$ cat src/rtl/fusion_out_packer.sv
// Packs two {avg, fused} pixels per 32-bit AXI-Stream word, flags the last word of
// each frame, and decouples input ready from output ready through a 2-entry FIFO.
module fusion_out_packer #(
  parameter int IM_LEN            = 520,
  parameter int IM_WID            = 520,
  parameter int DATA_WIDTH        = 8,
  parameter int INPUT_DATA_WIDTH  = 32,
  parameter int OUTPUT_DATA_WIDTH = 32,
  parameter int FRAME_CNT_WIDTH   = 16
) (
  input  logic                         axi_clk,
  input  logic                         axi_reset,
  input  logic                         s_axis_tvalid,
  input  logic [INPUT_DATA_WIDTH-1:0]  s_axis_tdata,
  output logic                         s_axis_tready,
  output logic                         m_axis_tvalid,
  output logic [OUTPUT_DATA_WIDTH-1:0] m_axis_tdata,
  input  logic                         m_axis_tready,
  output logic                         m_axis_tlast,
  output logic                         frame_done,
  output logic [FRAME_CNT_WIDTH-1:0]   frame_count
);

  localparam int NPIX   = IM_LEN * IM_WID;
  localparam int PIX_W  = (NPIX > 1) ? $clog2(NPIX) : 1;
  localparam int LANE_W = 2 * DATA_WIDTH;
  localparam logic [PIX_W-1:0] LAST_PIX = PIX_W'(NPIX - 1);

  typedef enum logic {S_EMPTY, S_HALF} state_t;

  state_t                       r_state;
  state_t                       w_state_next;
  logic [PIX_W-1:0]             r_pix_cnt;
  logic [LANE_W-1:0]            r_lane0;
  logic [OUTPUT_DATA_WIDTH-1:0] r_fifo_data [2];
  logic [1:0]                   r_fifo_last;
  logic                         r_wr_ptr;
  logic                         r_rd_ptr;
  logic [1:0]                   r_count;
  logic                         r_frame_done;
  logic [FRAME_CNT_WIDTH-1:0]   r_frame_count;

  logic                         w_acc;
  logic                         w_pop;
  logic                         w_last_pix;
  logic                         w_push;
  logic                         w_push_last;
  logic                         w_lane_load;
  logic                         w_head_last;
  logic [LANE_W-1:0]            w_in_pix;
  logic [OUTPUT_DATA_WIDTH-1:0] w_push_data;
  logic                         w_unused_in;

  assign w_in_pix    = s_axis_tdata[LANE_W-1:0];
  assign w_unused_in = ^s_axis_tdata[INPUT_DATA_WIDTH-1:LANE_W];

  // Ready looks only at registered occupancy, so a same-cycle pop never raises it.
  assign s_axis_tready = ~axi_reset & (r_count != 2'd2);
  assign w_acc         = s_axis_tvalid & s_axis_tready;
  assign m_axis_tvalid = (r_count != 2'd0);
  assign w_pop         = m_axis_tvalid & m_axis_tready;
  assign m_axis_tdata  = r_fifo_data[r_rd_ptr];
  assign w_head_last   = r_fifo_last[r_rd_ptr];
  assign m_axis_tlast  = w_head_last;
  assign w_last_pix    = (r_pix_cnt == LAST_PIX);
  assign frame_done    = r_frame_done;
  assign frame_count   = r_frame_count;

  always_ff @(posedge axi_clk) begin
    if (axi_reset) begin
      r_pix_cnt <= '0;
    end else if (w_acc) begin
      r_pix_cnt <= w_last_pix ? '0 : r_pix_cnt + PIX_W'(1);
    end
  end

  always_ff @(posedge axi_clk) begin
    if (axi_reset) begin
      r_state <= S_EMPTY;
      r_lane0 <= '0;
    end else begin
      r_state <= w_state_next;
      if (w_lane_load) begin
        r_lane0 <= w_in_pix;
      end
    end
  end

  always_comb begin
    w_state_next = r_state;
    w_push       = 1'b0;
    w_push_last  = 1'b0;
    w_push_data  = '0;
    w_lane_load  = 1'b0;
    case (r_state)
      S_EMPTY: begin
        if (w_acc) begin
          w_lane_load = 1'b1;
          // An odd-sized frame ends with a lone pixel padded by a zero upper lane.
          if (w_last_pix) begin
            w_push                   = 1'b1;
            w_push_last              = 1'b1;
            w_push_data[LANE_W-1:0]  = w_in_pix;
          end else begin
            w_state_next = S_HALF;
          end
        end
      end
      S_HALF: begin
        if (w_acc) begin
          w_push                     = 1'b1;
          w_push_last                = w_last_pix;
          w_push_data[2*LANE_W-1:0]  = {w_in_pix, r_lane0};
          w_state_next               = S_EMPTY;
        end
      end
      default: w_state_next = S_EMPTY;
    endcase
  end

  // A push can only happen when count != 2, so push+pop never overflows.
  always_ff @(posedge axi_clk) begin
    if (axi_reset) begin
      for (int i = 0; i < 2; i++) begin
        r_fifo_data[i] <= '0;
      end
      r_fifo_last <= '0;
      r_wr_ptr    <= 1'b0;
      r_rd_ptr    <= 1'b0;
      r_count     <= 2'd0;
    end else begin
      if (w_push) begin
        r_fifo_data[r_wr_ptr] <= w_push_data;
        r_fifo_last[r_wr_ptr] <= w_push_last;
        r_wr_ptr              <= ~r_wr_ptr;
      end
      if (w_pop) begin
        r_rd_ptr <= ~r_rd_ptr;
      end
      case ({w_push, w_pop})
        2'b10:   r_count <= r_count + 2'd1;
        2'b01:   r_count <= r_count - 2'd1;
        default: r_count <= r_count;
      endcase
    end
  end

  always_ff @(posedge axi_clk) begin
    if (axi_reset) begin
      r_frame_done  <= 1'b0;
      r_frame_count <= '0;
    end else begin
      r_frame_done <= w_pop & w_head_last;
      if (w_pop & w_head_last) begin
        r_frame_count <= r_frame_count + FRAME_CNT_WIDTH'(1);
      end
    end
  end

endmodule

$ cat config.mk
export PLATFORM = sky130hd
export DESIGN_NAME = fusion_out_packer
export DESIGN_NICKNAME = d
export VERILOG_FILES = /design/src/rtl/fusion_out_packer.sv
export SDC_FILE = /design/constraint.sdc
export NUM_CORES = 1
export LEC_CHECK = 0
export CAP_MARGIN = 10
export CORE_ASPECT_RATIO = 1.1
export CORE_MARGIN = 1
export CORE_UTILIZATION = 30
export DETAILED_ROUTE_END_ITERATION = 6
export PLACE_DENSITY = 0.53
export REMOVE_ABC_BUFFERS = 1
export SETUP_SLACK_MARGIN = 0.4
export SLEW_MARGIN = 20
export SYNTH_ARGS = -nofsm -noshare
export SYNTH_HDL_FRONTEND = slang
export SYNTH_SLANG_ARGS = --single-unit
$ cat constraint.sdc
create_clock -name axi_clk -period 6.95 [get_ports axi_clk]
set_clock_uncertainty 0.05 [all_clocks]
set_input_delay 1.0425 -clock axi_clk [delete_from_list [all_inputs] [get_ports axi_clk]]
set_output_delay 1.0425 -clock axi_clk [all_outputs]
set_load 0.02 [all_outputs]
==> results.yml <==
pwr:
  p_per_area_nw_per_um2: 255
  ir_drop_v: 0.000199
  p_leak_nw: 2.37
die:
  die_h_microns: 145
  die_width_microns: 132
  dieArea_sq_um: 19200
  boundaryPins: 88
  start_util_pct: 31.1
  coreArea_sq_um: 17900
  row_count: 51
placement:
  dpl.hpwl_microns: 7840
  dp_cells: 786
  gp_congestion: 0.770
  io_buffers: 71
route:
  first_pass_iters: 4
  vias_per_cell: 5.09
  drt_iter0_drc: 196
  wl_per_cell_microns: 15.5
  finalWirelength_microns: 12700
  ant_nets: 0
  dr_total_vias: 4167
  post-route-drc-count: 0
sta:
  finalCritPeriodShare_pct: 53.5
  slew_viol_final: 0
  hold_viol: 0
  max-slew-margin-rel_pct: 28.3
  fin_crit_ps: 3720
  rsz0062_at_grt: "false"
  setup-tns-final_ps: 0
  finalSetupViolations: 0
  worst_pin_slew_ps: 1070
  fmax_ghz: 0.269
  hold_slack_ps: 423
worst_setup_path:
  end_kind: "register"
  critPathArrivalTime_ps: 3940
  slowest_stage: "nor4_4"
  r2r-start: "r_count[0]$_SDFFE_PP0P_"
  crit_required_ps: 7170
  ff2ff_setup_slack_ps: 3990
  reg2reg_to: "r_fifo_data[0][7]$_SDFFCE_PN0P_"
  r2r_cells: 4
  path_max_fanout: 18
  critPathMaxStageDelay_ps: 1080
  critPathLaunchType: "primary input"
  worstSetupPathType: "in -> reg"
  crit_chain: "clkdlybuf4s50_1 > nor2b_1 > nand3_1 > nor4_4 > a22o_1"
hold_path:
  hold_depth: 2
  holdPathEnd: "r_lane0[10]$_SDFFE_PP0P_"
  hold_start: "r_lane0[10]$_SDFFE_PP0P_"
  holdCritPathClass: "reg -> reg"
final_layout:
  fin_nets: 606
  syn_to_final_growth_pct: 26.8
  drive_above_1_share_pct: 13.3
  layout_commonest_cell: "clkdlybuf4s50_1"
  final_cell_mix: "clkdlybuf4s50_1, edfxtp_1, dfxtp_1, nand2_1, a21oi_1"
  fin_cells: 818
global_routing:
  grt_max_degree: 52
  grt_first_pass_wirelength_microns: 20900
  grt_pass1_vias: 4096
  grt_remaining_overflow: 0
  grt_usage_pct: 13.9
  antenna_found_initial: 1
clocking:
  cts.clk_slew.worst_paths_ps: 50
  cts.htree.levels: 4
  cts_made_buffers: 17
  worstSkewPairLatency_ps: 420
  postCtsSetupBuffers: 0
  clk_path_buf_depth: 2
  cts_resized: 0
  cts_tree: "yes"
  cts.sinks: 124
  cts-root-buf: "clkbuf_16"
  ctsHoldBuffers: 0
synthesis:
  yosysWarningCount: 0
  synth-seq-area-share_pct: 55.9
  async_flop_share_pct: 0
  ys_seq_elements: 124
  synth_edf_count: 64
  synth.distinct_cells: 47
  syn_avg_cell_area_sq_um: 11.2
  synth_area_sq_um: 5590
  postSynthCellCount: 499
  synthFlopType: "edfxtp_1"
run_status:
  status: "finished clean"
flow_run:
  maxCapViolations: 0
==> logic make-up after synthesis <==
logic type / share of synthesized area [%]
flip-flops: 55.9
AND/OR/NAND/NOR: 18.6
adder cells (fa/ha/maj): 0.672
AO/OA/AOI/OAI: 12.9
multiplexers: 7.01
XOR/XNOR: 2.04
buffers and inverters: 2.80
==> through the flow <==
stage	util (%)	power (W)	instance area, sq um	worst slack [ps]
after detailed placement	36.5	0.00100	6540	2790
after floorplan	-	0.000918	5480	4020
after global routing	39.5	0.00187	7080	3040
after global placement	36.4	0.00100	6530	2850
after CTS	39.5	0.00182	7080	3230
final	39.5	0.00180	7080	3230
==> routing by layer <==
layer	wire length (microns)	track usage, %	vias up
met2	6340	23.4	93
met3	500	3.77	19
met5	0	0	-
met4	229	6.63	0
met1	5600	16.3	2040
li1	-	-	2015
==> registers in the layout, indices dropped and copies added (netlist names), named ones only <==
name and count:
r_state 1, r_count 2, r_fifo_last 2, r_fifo_data 64
r_pix_cnt 19, r_rd_ptr 1, r_wr_ptr 1, frame_count 16
frame_done 1, r_lane0 16
==> worst max-delay path by stage <==
stage,start,to,slack (ps),depth (start not counted)
detailed placement,s_axis_tvalid,r_fifo_data[0][7]$_SDFFCE_PN0P_,2790,5
global route,s_axis_tvalid,r_fifo_data[0][14]$_SDFFCE_PN0P_,3040,5
global placement,s_axis_tvalid,r_fifo_data[1][8]$_SDFFCE_PN0P_,2850,5
finish,s_axis_tvalid,r_fifo_data[0][7]$_SDFFCE_PN0P_,3230,5
CTS,s_axis_tvalid,r_fifo_data[0][7]$_SDFFCE_PN0P_,3230,5
floorplan,axi_reset,r_fifo_last[0]$_SDFFE_PP0P_,4020,4
==> area by class of cell <==
| class | instances | area [sq um] |
|---|---|---|
| diodes | 1 | 2.50 |
| clock buffers | 19 | 433 |
| clock inverters | 12 | 105 |
| fillers | 1712 | 10900 |
| inverters | 13 | 48.8 |
| multi-input cells | 336 | 2330 |
| flip-flops and latches | 124 | 3120 |
| well taps | 238 | 298 |
| repair buffers | 75 | 736 |
==> critical path: cells and delay by family <==
kind,cells,cell delay (ps)
buffers and inverters,1,500
AND/OR/NAND/NOR,3,2130
AO/OA/AOI/OAI,1,260
==> cell usage after synthesis (3+ instances only) <==
library cell | instances | share of area, %
edfxtp_1 | 64 | 34
dfxtp_1 | 60 | 22
nand2_1 | 46 | 3.1
a21oi_1 | 39 | 3.5
and2_1 | 34 | 3.8
mux2_2 | 33 | 6.7
a22o_1 | 32 | 5.0
nor2_1 | 21 | 1.4
clkbuf_1 | 17 | 1.1
nand3_1 | 13 | 1.2
o31ai_1 | 13 | 1.7
inv_1 | 12 | 0.81
or4_1 | 12 | 1.6
o21ai_0 | 10 | 0.90
nand4_1 | 9 | 1.0
or3_1 | 9 | 1.0
xnor2_1 | 7 | 1.1
xor2_1 | 6 | 0.94
buf_1 | 5 | 0.34
nor3_1 | 4 | 0.36
and4_1 | 3 | 0.47
ha_1 | 3 | 0.67
nand2b_1 | 3 | 0.34
nor2b_1 | 3 | 0.34
nor4_1 | 3 | 0.34
nor4b_1 | 3 | 0.47
o41ai_1 | 3 | 0.47
or4b_2 | 3 | 0.54
==> power by group <==
| part | switching [W] | leakage, nW | total [W] | internal (W) |
|---|---|---|---|---|
| registers | 0.0000148 | 1.15 | 0.000813 | 0.000798 |
| clock network | 0.000303 | 0.261 | 0.000817 | 0.000514 |
| logic | 0.0000972 | 0.958 | 0.000174 | 0.0000770 |
| total | 0.000415 | 2.37 | 0.00180 | 0.00139 |
Power figures use the tool's default switching activity.
